--- src/rtl/wd_window_monitor.sv ---
// rtl/wd_window_monitor.sv - window watchdog: flags early, late or misconfigured heartbeat kicks
// wdfail is a registered level that holds until clr_fail or enable drop; fail_cause/fail_cnt feed status.
module wd_window_monitor #(
  parameter int CNT_W  = 16,
  parameter int FCNT_W = 8
) (
  input  logic              clk,
  input  logic              rst_n,
  input  logic              enable,
  input  logic              kick,
  input  logic [CNT_W-1:0]  win_open,
  input  logic [CNT_W-1:0]  timeout,
  input  logic              clr_fail,
  output logic              wdfail,
  output logic              window,
  output logic [1:0]        fail_cause,
  output logic [FCNT_W-1:0] fail_cnt
);

  typedef enum logic [1:0] {
    S_IDLE   = 2'd0,
    S_CLOSED = 2'd1,
    S_OPEN   = 2'd2,
    S_FAIL   = 2'd3
  } state_t;

  localparam logic [1:0] CAUSE_NONE    = 2'b00;
  localparam logic [1:0] CAUSE_EARLY   = 2'b01;
  localparam logic [1:0] CAUSE_TIMEOUT = 2'b10;
  localparam logic [1:0] CAUSE_CONFIG  = 2'b11;

  state_t           state;
  state_t           state_nxt;
  logic [CNT_W-1:0] cnt;
  logic [CNT_W-1:0] cnt_nxt;
  logic [CNT_W:0]   cnt_inc;
  logic [1:0]       cause_nxt;
  logic             enter_fail;
  logic             kick_d;
  logic             krise;

  assign krise   = kick & ~kick_d;
  assign cnt_inc = {1'b0, cnt} + {{CNT_W{1'b0}}, 1'b1};

  always_comb begin
    state_nxt  = state;
    cnt_nxt    = cnt;
    cause_nxt  = fail_cause;
    enter_fail = 1'b0;
    if (!enable) begin
      state_nxt = S_IDLE;
      cnt_nxt   = '0;
    end else begin
      case (state)
        S_IDLE: begin
          cnt_nxt = '0;
          if (win_open <= timeout) begin
            state_nxt = S_CLOSED;
          end else begin
            state_nxt  = S_FAIL;
            cause_nxt  = CAUSE_CONFIG;
            enter_fail = 1'b1;
          end
        end
        S_CLOSED: begin
          if (krise) begin
            state_nxt  = S_FAIL;
            cause_nxt  = CAUSE_EARLY;
            enter_fail = 1'b1;
          end else begin
            cnt_nxt = cnt_inc[CNT_W-1:0];
            if (cnt_inc >= {1'b0, win_open}) state_nxt = S_OPEN;
          end
        end
        S_OPEN: begin
          // >= rather than ==: after clearing a config error the window can open past timeout.
          if (krise) begin
            state_nxt = S_CLOSED;
            cnt_nxt   = '0;
          end else if (cnt >= timeout) begin
            state_nxt  = S_FAIL;
            cause_nxt  = CAUSE_TIMEOUT;
            enter_fail = 1'b1;
          end else begin
            cnt_nxt = cnt_inc[CNT_W-1:0];
          end
        end
        default: begin
          if (clr_fail) begin
            state_nxt = S_CLOSED;
            cnt_nxt   = '0;
            cause_nxt = CAUSE_NONE;
          end
        end
      endcase
    end
  end

  always_ff @(posedge clk or negedge rst_n) begin
    if (!rst_n) begin
      state      <= S_IDLE;
      cnt        <= '0;
      kick_d     <= 1'b0;
      wdfail     <= 1'b0;
      window     <= 1'b0;
      fail_cause <= CAUSE_NONE;
      fail_cnt   <= '0;
    end else begin
      state      <= state_nxt;
      cnt        <= cnt_nxt;
      kick_d     <= kick;
      wdfail     <= (state_nxt == S_FAIL);
      window     <= (state_nxt == S_OPEN);
      fail_cause <= cause_nxt;
      if (enter_fail && (fail_cnt != {FCNT_W{1'b1}})) fail_cnt <= fail_cnt + 1'b1;
    end
  end

endmodule
--- config.mk ---
export PLATFORM = sky130hd
export DESIGN_NAME = wd_window_monitor
export DESIGN_NICKNAME = d
export VERILOG_FILES = /design/src/rtl/wd_window_monitor.sv
export SDC_FILE = /design/constraint.sdc
export NUM_CORES = 1
export LEC_CHECK = 0
export CAP_MARGIN = 15
export CORE_MARGIN = 2
export CORE_UTILIZATION = 47
export CTS_CLUSTER_SIZE = 12
export DETAILED_ROUTE_END_ITERATION = 10
export PLACE_DENSITY = 0.72
export SLEW_MARGIN = 30
export SYNTH_ARGS = -nofsm -noshare
export SYNTH_HDL_FRONTEND = slang
export SYNTH_SLANG_ARGS = --single-unit
--- constraint.sdc ---
create_clock -name clk -period 9.15 [get_ports clk]
set_clock_uncertainty 0.15 [all_clocks]
set_input_delay 1.83 -clock clk [delete_from_list [all_inputs] [get_ports clk]]
set_output_delay 1.83 -clock clk [all_outputs]
set_load 0.02 [all_outputs]
After elaboration in Yosys (flattened, before gate mapping)
Cells that the tools add are included.

Logic and storage cells: 57. Bits of input ports: 37. Output and inout port bits: 12. Register bits: 31.

Magnitude comparators: 3. Add/sub/neg operators: 2. Bitwise operators: 2. Reductions and logical operators: 5. Multiplexer cells: 26. Eq/ne operators: 12.

Operators with widths (number): two-way mux 16 bit (5); case mux 16 bit (3 select lines) (1); two-way mux 2 bit (12); adder 16 x 1 -> 17 bit (second input constant) (1); greater-or-equal comparator 17 x 16 -> 1 bit (1); greater-or-equal comparator 16 bit (1); less-or-equal comparator 16 bit (1); case mux 2 bit (3 select lines) (2); adder 8 x 1 -> 8 bit (second input constant) (1); != test 2 bit (second input constant) (4); != test 8 bit (second input constant) (1); equality test 2 bit (second input constant) (3); AND reduction 6 bit (1); two-way mux 1 bit (5); != test 5 x 1 -> 1 bit (second input constant) (1); != test 4 bit (second input constant) (1); nonzero test 4 bit (1); != test 3 bit (second input constant) (1); case mux 1 bit (3 select lines) (1); AND reduction 3 bit (1); equality test 2 x 1 -> 1 bit (second input constant) (1); logical NOT 2 bit (1); AND 1 bit (1); logical AND 1 bit (1); NOT 1 bit (1).

Depth between registers and ports, before layout
Depth in word-level cells: 7. Mapped depth: 15. Gate-level depth less buffers: 15.

Worst setup path before layout
Ideal clock, no wire load.

Kind: input to register. Start: in timeout[1]. End: reg fail_cnt[1]. Path slack: 5173 ps. Stages: 9. Required time: 8872 ps. Setup time: 128 ps. Buffers on the path: 0. Arrival time: 3699 ps. Path through: inv_1 > ha_1 > nor2b_1 > o211ai_1 > a211oi_1 > a2111o_1 > o21a_1 > o21ai_1 > mux2_1.

Word-level cells in the longest chain between the ends: 6. Elaborated cells on any way between the ends: 8. Those cells by class: order compare (2); mux (5); reduce/logical (1).

Ends and longest elaborated chain: from (decl) (line 12) `input logic [CNT_W-1:0] timeout,`; greater-or-equal comparator 16 bit (line 80) `end else if (cnt >= timeout) begin`; two-way mux 1 bit (line 80); two-way mux 1 bit (line 77) `if (krise) begin`; case mux 1 bit (3 select lines) * (line 54) `case (state)`; two-way mux 1 bit * (line 50) `if (!enable) begin`; logical AND 1 bit * (line 115) `if (enter_fail && (fail_cnt != {FCNT_W{1'b1}})) fail_cnt <= fail_cnt + 1'b1;`; to (signal assigned) (line 115); to (decl) (line 17) `output logic [FCNT_W-1:0] fail_cnt`.

Every way passes the cells marked *; elsewhere a longest branch is shown, timed or not. A chain may end at the register's enable or synchronous reset.

Final worst setup path
Start: in timeout[15]. End: reg fail_cnt[1].

Same word-level chain as after synthesis.

==> flow_summary.toml <==
[run_status]
status = "finished clean"

[layout]
area.growth.synth_to_final_pct = 21.66
nNetsFinal = 488
num_antenna_cells = 0
drive_gt1_share_pct = 4.020
fin_area_um2 = 3676

[grt]
grtUsageMet1_pct = 28.72
grt_first_pass_wirelength_um = 12050
grt_overflow_total = 0
antenna_found_initial = 0
use_met3_pct = 3.343
grt.total_usage_pct = 20.80
met2_usage_pct = 34.27
grt_max_degree = 32
grt_pass1_vias = 2522
grt.busiest_layer = "met2"

[power_and_ir_drop]
power.leakage_nw = 1.865
p_clk_share_pct = 19.1
netSwitchingFraction_pct = 39.99
total_power_mw = 0.5447
intPower_mw = 0.3268
combPwrFrac_pct = 47.2
p_sw_mw = 0.2178
peakVddDrop_mv = 0.1836
seq_power_share_pct = 33.7
power.density_nw_per_um2 = 148.2

[timing]
period_needed_ns = 4.521
rsz0062_at_grt = "no"
hold_ws_ns = 0.3451
hold_viol = 0
drv_slew = 0
tightest_slew_ns = 0.8054
worst_slack_ns = 4.629
finalCritPeriodShare_pct = 49.41
max_freq_mhz = 221.2
tns_ns = 0
relSlewSlack_pct = 46.13
finalSetupViolCount = 0

[placed_design]
port_buffers = 48
gp_congestion = 0.8873
dp_hpwl_um = 5831
placed_area_um2 = 3592
place_ws_ns = 4.369

[min_path]
hold_path.class = "flop to flop"

[logic_synthesis]
synth_area_leader_cell = "dfrtp_1"
ys_seq_area_share_pct = 25.67
synth-xor-area-share_pct = 6.087
synth_area_leaders = "dfrtp_1, ha_1, inv_1, xnor2_1, nand2_1"
ys_types = 51
ys_ff_latch = 31
synth_fa_ha_area_share_pct = 22.36
synthArstFlopShare_pct = 100.0
ys.warnings.count = 0
yosysMostFrequentCell = "ha_1"
synth_edf_count = 0
avgSynthCellArea_um2 = 8.658
syn_area_um2 = 3022
synth_top_family_by_area = "adder cells"
synth-compound-area-share_pct = 19.92
ys_top_cells_by_count = "ha_1, inv_1, dfrtp_1"
netlist_instances = 349
yosys.area.top_type_share_pct = 25.67
synthMuxAreaShare_pct = 1.077
syn_nets = 440
ys.flop_type = "dfrtp_1"
synthSimpleGateAreaFrac_pct = 18.84

[clocking]
cts_buffers = 5
cts_max_level = 2
cts.hold.buffers_added = 0
cts_sinks = 31
cts_resized = 0
clock-root-buffer = "clkbuf_8"
cts_setup_buffers = 0
clock_path_buffers = 2
clk-insertion-delay-late_ns = 0.28
cts_tree = "done"
cts.reportedPaths.clkPinSlew_ns = 0.06

[drt]
via_per_inst = 5.598
drtAntennaViolNets = 0
wirelength_um = 7264
wl_per_cell_um = 15.29
drt_iter0_drc = 93
drc_errors = 0
vias = 2659
drt_first_pass_iters = 4

[critical_path]
start_kind = "input pin"
critPathCaptureType = "flop"
slowest_delay_ns = 0.45
worstPathArrival_ns = 4.54
critPathMaxFanout = 9
worstSetupPathType = "input pin to flop"
path_cells = "clkdlybuf4s50_1 > inv_1 > ha_1 > nand4_1 > or2_1 > a211oi_1 > a2111o_1 > o21a_1 > o21ai_1 > mux2_1"
worst_ep_required_time_ns = 9.17
cpMaxStageDelayCell = "clkdlybuf4s50_1"

[floorplanning]
die_x_um = 84.18
ios = 49
start_util_pct = 48.14
rows = 29
die_h_um = 84.18
die_area_um2 = 7086
coreArea_um2 = 6277

[job]
cap_viol_max_count = 0
-- sequential cells by signal (all words and copies together), names as in the netlist --
name        flops
cnt            16
fail_cause      2
fail_cnt        8
kick_d          1
state           2
wdfail          1
window          1
-- worst max-delay path: cells and delay by family --
family                     cells  cell delay (ns)
muxes                          1             0.35
buffers and inverters          2             0.51
and+or+nand+nor                2             0.37
adders and majority gates      1             0.32
AOI/OAI and AO/OA              4             1.15
-- metal layers --
layer | vias up | wire (um)
li1 | 1358 | -
met1 | 1242 | 3539
met2 | 49 | 3426
met3 | 10 | 187
met4 | 0 | 110
met5 | - | 0
-- through the flow --
stage	instances	utilization, %
2_1_floorplan	349	-
3_3_place_gp	467	57.05
3_5_place_dp	467	57.23
4_1_cts	475	58.56
5_1_grt	475	58.56
6_report	475	58.56
-- placed cells by master (no fill, tap or decap), types with 2 or more instances in the layout --
master / count
xor2_1: 6
a31oi_1: 2
clkbuf_8: 5
clkinv_2: 3
o21a_1: 4
clkdlybuf4s50_1: 48
a21oi_1: 12
nand2b_1: 10
and3_1: 9
o21ai_1: 19
inv_1: 40
o31ai_1: 3
and4_1: 4
nand3_1: 11
nor2b_1: 8
xnor2_1: 15
nand2_1: 26
ha_1: 54
and2_1: 4
o211ai_1: 3
nor3_1: 3
nand4_1: 14
mux2_1: 2
o2111a_1: 2
nor4_1: 2
a211oi_1: 4
o2111ai_1: 3
o31ai_2: 2
a21o_1: 11
nor2_1: 11
o21ai_0: 7
dfrtp_1: 31
-- kinds of logic after synthesis --
family	after synthesis
and+or+nand+nor	106
AOI/OAI and AO/OA	86
adders and majority gates	54
buffers and inverters	48
DFF	31
xor gates and xnor gates	21
muxes	3
-- cell type report --
type	instances	area [um2]
Clock buffer	5	68.82
Multi-Input combinational cell	270	2082
Fill cell	576	2601
Sequential cell	31	775.7
Timing Repair Buffer	49	488.0
Tap cell	77	96.34
Clock inverter	3	15.01
Inverter	40	150.1
-- power groups by stage --
stage	clock (mW)	combinational [mW]	sequential, mW
6_report	0.104	0.257	0.184
5_1_grt	0.114	0.280	0.187
4_1_cts	0.106	0.256	0.183
3_5_place_dp	0	0.256	0.185
3_3_place_gp	0	0.248	0.185
2_1_floorplan	0	0.143	0.203
-- worst paths after layout --
check / from / endpoint / slack [ns] / depth (start not counted)
max reg2reg: cnt[0] / wdfail / 5.42 / 13
max: timeout[15] / fail_cnt[1] / 4.63 / 10
min reg2reg: fail_cnt[4] / fail_cnt[4] / 0.35 / 1
min: fail_cnt[4] / fail_cnt[4] / 0.35 / 1
min in group asynchronous: rst_n / cnt[13] / 1.79 / 2
max in group asynchronous: rst_n / cnt[7] / 6.77 / 2
(Power assumes the default switching activity.)
